<file path="src/rtl/seg7_scan2.sv">
// Two-digit multiplexed seven-segment driver with per-frame input snapshot and anti-ghost blanking.
// Optional leading-zero blanking on the tens digit is enabled by defining SEG7_LZB_EN.
module seg7_scan2 #(
    parameter int SCAN_DIV  = 50000,
    parameter int BLANK_CYC = 2,
    parameter int ACT_LOW   = 1
) (
    input  logic       clk,
    input  logic       rest_n,
    input  logic [6:0] ones,
    input  logic [6:0] tens,
    output logic [6:0] seg,
    output logic [1:0] an,
    output logic       frame
);

    localparam int             DW        = (SCAN_DIV > 1) ? $clog2(SCAN_DIV) : 1;
    localparam logic [DW-1:0]  DIV_MAX   = DW'(SCAN_DIV - 1);
    localparam logic [DW-1:0]  BLANK_END = DW'(BLANK_CYC);
    localparam logic [DW-1:0]  DIV_ONE   = DW'(1);
    localparam logic [6:0]     SEG_OFF   = (ACT_LOW != 0) ? 7'h7F : 7'h00;
    localparam logic [1:0]     AN_OFF    = (ACT_LOW != 0) ? 2'b11 : 2'b00;

    // BCD to active-high segment pattern; anything out of range shows a dash.
    function automatic logic [6:0] bcd_decode(input logic [6:0] v);
        logic [6:0] p;
        case (v)
            7'd0:    p = 7'h3F;
            7'd1:    p = 7'h06;
            7'd2:    p = 7'h5B;
            7'd3:    p = 7'h4F;
            7'd4:    p = 7'h66;
            7'd5:    p = 7'h6D;
            7'd6:    p = 7'h7D;
            7'd7:    p = 7'h07;
            7'd8:    p = 7'h7F;
            7'd9:    p = 7'h6F;
            default: p = 7'h40;
        endcase
        return p;
    endfunction

    function automatic logic [6:0] seg_pol(input logic [6:0] p);
        return (ACT_LOW != 0) ? (p ^ 7'h7F) : p;
    endfunction

    function automatic logic [1:0] an_pol(input logic [1:0] p);
        return (ACT_LOW != 0) ? (p ^ 2'b11) : p;
    endfunction

    logic [DW-1:0] div_r;
    logic          cur_r;
    logic [6:0]    sh_ones_r;
    logic [6:0]    sh_tens_r;
    logic [6:0]    seg_r;
    logic [1:0]    an_r;
    logic          frame_r;

    logic          wrap_s;
    logic          snap_s;
    logic          blank_s;
    logic [6:0]    digit_s;
    logic [6:0]    seg_nxt_s;
    logic [1:0]    an_nxt_s;

    assign wrap_s  = (div_r == DIV_MAX);
    assign snap_s  = wrap_s & cur_r;
    assign blank_s = (div_r < BLANK_END);
    assign digit_s = cur_r ? sh_tens_r : sh_ones_r;

    // Next display outputs, derived from the current slot position.
    always_comb begin
        seg_nxt_s = SEG_OFF;
        an_nxt_s  = AN_OFF;
        if (blank_s) begin
            seg_nxt_s = SEG_OFF;
            an_nxt_s  = AN_OFF;
        end else begin
            an_nxt_s = an_pol(cur_r ? 2'b10 : 2'b01);
`ifdef SEG7_LZB_EN
            if (cur_r && (sh_tens_r == 7'd0)) begin
                seg_nxt_s = SEG_OFF;
            end else begin
                seg_nxt_s = seg_pol(bcd_decode(digit_s));
            end
`else
            seg_nxt_s = seg_pol(bcd_decode(digit_s));
`endif
        end
    end

    // Slot divider and digit select; cur flips when the divider wraps.
    always_ff @(posedge clk or negedge rest_n) begin
        if (!rest_n) begin
            div_r <= '0;
            cur_r <= 1'b0;
        end else begin
            div_r <= wrap_s ? '0 : (div_r + DIV_ONE);
            cur_r <= wrap_s ? ~cur_r : cur_r;
        end
    end

    // Shadow copies of the digits, refreshed only at the end of the tens slot.
    always_ff @(posedge clk or negedge rest_n) begin
        if (!rest_n) begin
            sh_ones_r <= 7'd0;
            sh_tens_r <= 7'd0;
        end else if (snap_s) begin
            sh_ones_r <= ones;
            sh_tens_r <= tens;
        end else begin
            sh_ones_r <= sh_ones_r;
            sh_tens_r <= sh_tens_r;
        end
    end

    // Registered outputs; reset forces the display dark immediately.
    always_ff @(posedge clk or negedge rest_n) begin
        if (!rest_n) begin
            seg_r   <= SEG_OFF;
            an_r    <= AN_OFF;
            frame_r <= 1'b0;
        end else begin
            seg_r   <= seg_nxt_s;
            an_r    <= an_nxt_s;
            frame_r <= snap_s;
        end
    end

    assign seg   = seg_r;
    assign an    = an_r;
    assign frame = frame_r;

endmodule
</file>
<file path="config.mk">
export PLATFORM = sky130hd
export DESIGN_NAME = seg7_scan2
export DESIGN_NICKNAME = d
export VERILOG_FILES = /design/src/rtl/seg7_scan2.sv
export SDC_FILE = /design/constraint.sdc
export NUM_CORES = 1
export LEC_CHECK = 0
export ABC_AREA = 1
export CAP_MARGIN = 10
export CORE_UTILIZATION = 50
export DETAILED_ROUTE_END_ITERATION = 16
export GPL_TIMING_DRIVEN = 0
export HOLD_SLACK_MARGIN = 0.05
export PLACE_DENSITY = 0.72
export SLEW_MARGIN = 20
export SYNTH_ARGS = -nofsm -noshare
export SYNTH_HDL_FRONTEND = slang
export SYNTH_SLANG_ARGS = --single-unit
</file>
<file path="constraint.sdc">
create_clock -name clk -period 1.8 [get_ports clk]
set_input_delay 0.36 -clock clk [delete_from_list [all_inputs] [get_ports clk]]
set_output_delay 0.36 -clock clk [all_outputs]
set_load 0.03 [all_outputs]
</file>
Word-level counts from Yosys, hierarchy flattened
Memories as Yosys holds them, arrays and structs flattened. Index checks and enable logic that the tools add are counted.

Flip-flop bits (word level): 41. Latch bits: 0. Memory bits (writable): 0. ROM bits: 112. Word-level logic and storage cells: 23. Memories: 1.

Memory list: (no name shown) (depth 16, bits a word 7, read ports 1, clocked after memory_dff 0, wr ports 0, RTL line 27) `case (v)`.

Add/sub/neg operators: 1. $mul: 0. Divide/modulo/power cells: 0. Order comparisons: 1. Eq/ne operators: 1. Shifts and indexed selects: 0. Muxes and demuxes: 7. Bitwise operators: 4. Reduce and logical (&&, ||, !) cells: 1.

Operator list (number): 7-bit two-way mux (4); 16-bit by 1-bit adder with 16-bit output (second input constant) (1); 16-bit == test (second input constant) (1); 16-bit by 2-bit less-than comparator with 1-bit output (second input constant) (1); 16-bit two-way mux (1); 7-bit inverter (1); 2-bit two-way mux (2); 3-bit logical NOT (1); 2-bit inverter (1); 1-bit bitwise AND (1); 1-bit inverter (1).

Logic depth before layout (Yosys ltp)
Gate-level depths: netlist (run 1).

Word-level depth: 6. Gate-level depth with buffers: 11. Mapped depth without buffers: 10.

Least setup slack after synthesis (run 1)
No wires, ideal clock.

Kind: reg-to-reg. Start: register cur_r. End: register seg_r[3], in the netlist seg[3]. Library setup time: 0.067 ns. Data arrival time: 1.332 ns. Path slack: 0.402 ns. Stages on the path, launching flop included: 10. Cell sequence: dfrtp_1 > buf_4 > buf_4 > nand2_1 > nand2_1 > inv_1 > ha_1 > nand2_1 > nand3_1 > nand4_1.

Cells in the longest elaborated chain, start to end: 6.

RTL lines: start: declaration (RTL line 52) `logic cur_r;`; start signal: assignment (RTL line 99) `cur_r <= wrap_s ? ~cur_r : cur_r;`; 7-bit two-way mux * (RTL line 69) `assign digit_s = cur_r ? sh_tens_r : sh_ones_r;`; memory read 16 x 7 bit / 3-bit logical NOT (equally long branches); 7-bit two-way mux * (RTL line 27); 7-bit two-way mux * (RTL line 75) `if (blank_s) begin`; 7-bit inverter (no source line) *; 7-bit two-way mux * (RTL line 75); via seg_nxt_s[3] (RTL line 63) `logic [6:0] seg_nxt_s;`; end signal: assignment (RTL line 124) `seg_r <= seg_nxt_s;`; end: declaration (RTL line 55) `logic [6:0] seg_r;`.

The timed path passes the listed nets; every way through them passes the cells marked *. The select of a mux whose other input is x is not followed. A chain may end at the register's enable or synchronous reset.

Worst setup path in the final report (run 1)
Start: register frame_r, in the netlist frame. End: output port frame.

RTL lines: start: declaration (RTL line 57) `logic frame_r;`; start signal: assignment (RTL line 126) `frame_r <= snap_s;`; end: declaration (RTL line 14) `output logic frame`.

No word-level cell between the ends.

==> impl_metrics.ini, run 1 <==
[sta]
relSlewSlack = 0.669
fin_crit_ns = 1.64
fmax_ghz = 0.609
drv_slew = 0
worst_clock_skew_ns = 0.00906
tightestPinTransition_ns = 0.493
rsz0062_at_grt = no
hold-worst-slack_ns = 0.472
fin_crit_sh = 0.912
setup_viol = 0
worst_slack_ns = 0.159
hold_viol = 0

[critical_path]
cp_num_buf_inv = 1
crit_chain = clkdlybuf4s50_1
r2r_cells = 9
crit_arrival_ns = 1.28
cp_top_family = buffers and inverters
crit_type = register to output port
crit_path_start_kind = register
end_kind = output port
worst_r2r_endpoint = seg[3]
cp_slowest_cell = clkdlybuf4s50_1
cp.required_ns = 1.44
r2r_start = cur_r
r2r_slack_ns = 0.20
critical-path-max-stage-delay_ns = 0.66
cp_max_fo = 1

[power_and_ir_drop]
powerDensity_nw_per_um2 = 687
p_int_w = 0.00151
peakVddDrop_mv = 0.477
seq_power_share = 0.495
power_frac_comb = 0.030
p_clk_frac = 0.474
switching_share = 0.190
p_leak_nw = 1.36
switching_power_w = 0.000353

[routing]
avgRoutedWirePerCell_microns = 11.2
drtIter0Drc = 95
remaining_drc_errors = 0
first_pass_iters = 4
vias_per_cell = 4.92
finalWirelength_microns = 4200
via_count = 1835
ant_nets = 0

[global_routing]
grt_pass1_wl_microns = 7260
antenna_found_initial = 0
track_usage = 0.209
grt_pass1_vias = 1601
grt_max_degree = 24
grt_overflow_total = 0

[cts]
cts_tree = built
cts_sinks = 41
cts_max_path_buffers = 2
cts_buffers = 5
htree_levels = 2
clk_pin_slew_ns = 0.08
root_buffer = clkbuf_8
cts_setup_buffers = 0
clk_latency_ns = 0.30

[floorplanning]
die_h_microns = 68.9
io_pins = 26
fp.dieW_microns = 68.9
fp-row-count = 23
start_util = 0.540
coreArea_sq_um = 4140
die_area_sq_um = 4750

[placement]
io_buffer_count = 25
place_ws_ns = 0.226
place_congestion = 0.867
place_area_sq_um = 2570
dp_hpwl_microns = 3170

[min_path]
hp-class = register to register
holdPathEnd = sh_ones_r[2]
min_from = sh_ones_r[2]
hold_depth = 2

[synthesis]
ys_ff_latch = 41
yosysWarnings = 0
synthCells = 288
synthArstFlopShare = 1.00
ys_types = 26
synth_edf_count = 0
yosysSeqAreaShare = 0.463
synthesis.area_sq_um = 2240
synthFlopType = dfrtp_1
postSynthAreaPerCell_sq_um = 7.77
syn_nets = 310

[cells_and_area]
layout_commonest_cell = nand2_1
nNetsFinal = 344
area_growth_pct = 20.9
drive_above_1_share = 0.127
diodes = 0
layout_common_cells = nand2_1 (95), nor2_1 (39), dfrtp_1 (32)
final_area_sq_um = 2710
finish.utilization = 0.653

[run_status]
outcome = finished, final reports clean

[job]
maxCapViolCount = 0
## repair_timing
item,in CTS,in global routing
hold buffers,1,0
hold endpoints to repair,11,0
gates resized for setup,9,0
setup endpoints to repair,9,0
## synth_stat cells (2+ instances only)
| master | instances | share of area |
|---|---|---|
| nor2_2 | 4 | 0.011 |
| buf_4 | 4 | 0.013 |
| nor2_1 | 39 | 0.065 |
| nand4_1 | 20 | 0.056 |
| a21oi_1 | 2 | 0.0045 |
| inv_1 | 31 | 0.052 |
| nand2_1 | 95 | 0.16 |
| xor2_1 | 6 | 0.023 |
| dfstp_2 | 9 | 0.11 |
| nand3_4 | 2 | 0.016 |
| nand2_2 | 3 | 0.0084 |
| dfrtp_1 | 32 | 0.36 |
| nand3_1 | 16 | 0.036 |
| inv_2 | 4 | 0.0067 |
| ha_1 | 6 | 0.034 |
| o21ai_1 | 5 | 0.011 |
## worst max path at each step
| stage | slack (ns) | end | cells past startpoint | startpoint |
|---|---|---|---|---|
| floorplan | 0.40 | seg[3] | 9 | cur_r |
| global route | 0.07 | seg[5] | 8 | cur_r |
| global placement | -0.62 | sh_ones_r[2] | 1 | rest_n |
| finish | 0.16 | frame | 1 | frame |
| detailed placement | 0.23 | seg[3] | 9 | cur_r |
| CTS | 0.14 | frame | 1 | frame |
## area by class of cell
cell class                      instances  area [sq um]
Fill cell                             367          1440
Sequential cell                        41          1040
Multi-Input combinational cell        205          1020
Timing Repair Buffer                   27           272
Inverter                               35           131
Clock buffer                            5          68.8
Clock inverter                          3          65.1
Tap cell                               50          62.6
Buffer                                  7          50.0
## cells by family (layout without fill, tap and decap cells)
kind of cell / count (synthesis) / in the layout / share of synthesized area
xor gates and xnor gates: 7 / 7 / 0.0274
adders and majority gates: 6 / 6 / 0.0335
buffers and inverters: 42 / 77 / 0.0810
and+or+nand+nor: 182 / 182 / 0.370
DFF: 41 / 41 / 0.463
AOI/OAI and AO/OA: 10 / 10 / 0.0246
## registers in the layout (all words and copies together) (netlist names)
| register | flops |
|---|---|
| cur_r | 1 |
| frame | 1 |
| seg | 7 |
| sh_tens_r | 7 |
| div_r | 16 |
| an | 2 |
| sh_ones_r | 7 |
## metrics by stage
step / setup TNS (ns) / instances / total power [W]
after floorplan: 0 / 288 / 0.000939
after global placement: -21.84 / 363 / 0.000988
after detailed placement: 0 / 364 / 0.000996
after CTS: 0 / 373 / 0.00188
after global routing: 0 / 373 / 0.00192
final: 0 / 373 / 0.00186
## layer usage
metal / up-vias / global-route usage / share of wire
li1: 976 / - / -
met1: 818 / 0.289 / 0.52
met2: 35 / 0.313 / 0.42
met3: 6 / 0.0493 / 0.040
met4: 0 / 0.0842 / 0.019
met5: - / 0 / 0
## power by group through the flow
stage	clock, W	combinational [W]	sequential (W)
5_1_grt	0.000936	0.0000630	0.000921
6_report	0.000882	0.0000566	0.000921
3_3_place_gp	0	0.0000496	0.000939
3_5_place_dp	0	0.0000569	0.000939
2_1_floorplan	0	0.00000000279	0.000939
4_1_cts	0.000903	0.0000585	0.000921
No activity file was read; power rests on OpenSTA's default activity.
==> run 2: changes to the inputs <==
--- a/config.mk
+++ b/config.mk
@@ -8,6 +8,7 @@
 export ABC_AREA = 1
 export CAP_MARGIN = 10
 export CORE_UTILIZATION = 50
+export CTS_CLUSTER_SIZE = 25
 export DETAILED_ROUTE_END_ITERATION = 16
 export GPL_TIMING_DRIVEN = 0
 export HOLD_SLACK_MARGIN = 0.05
==> results of run 2 <==
No change in the layout: final DEF, timing and power equal those of run 1.
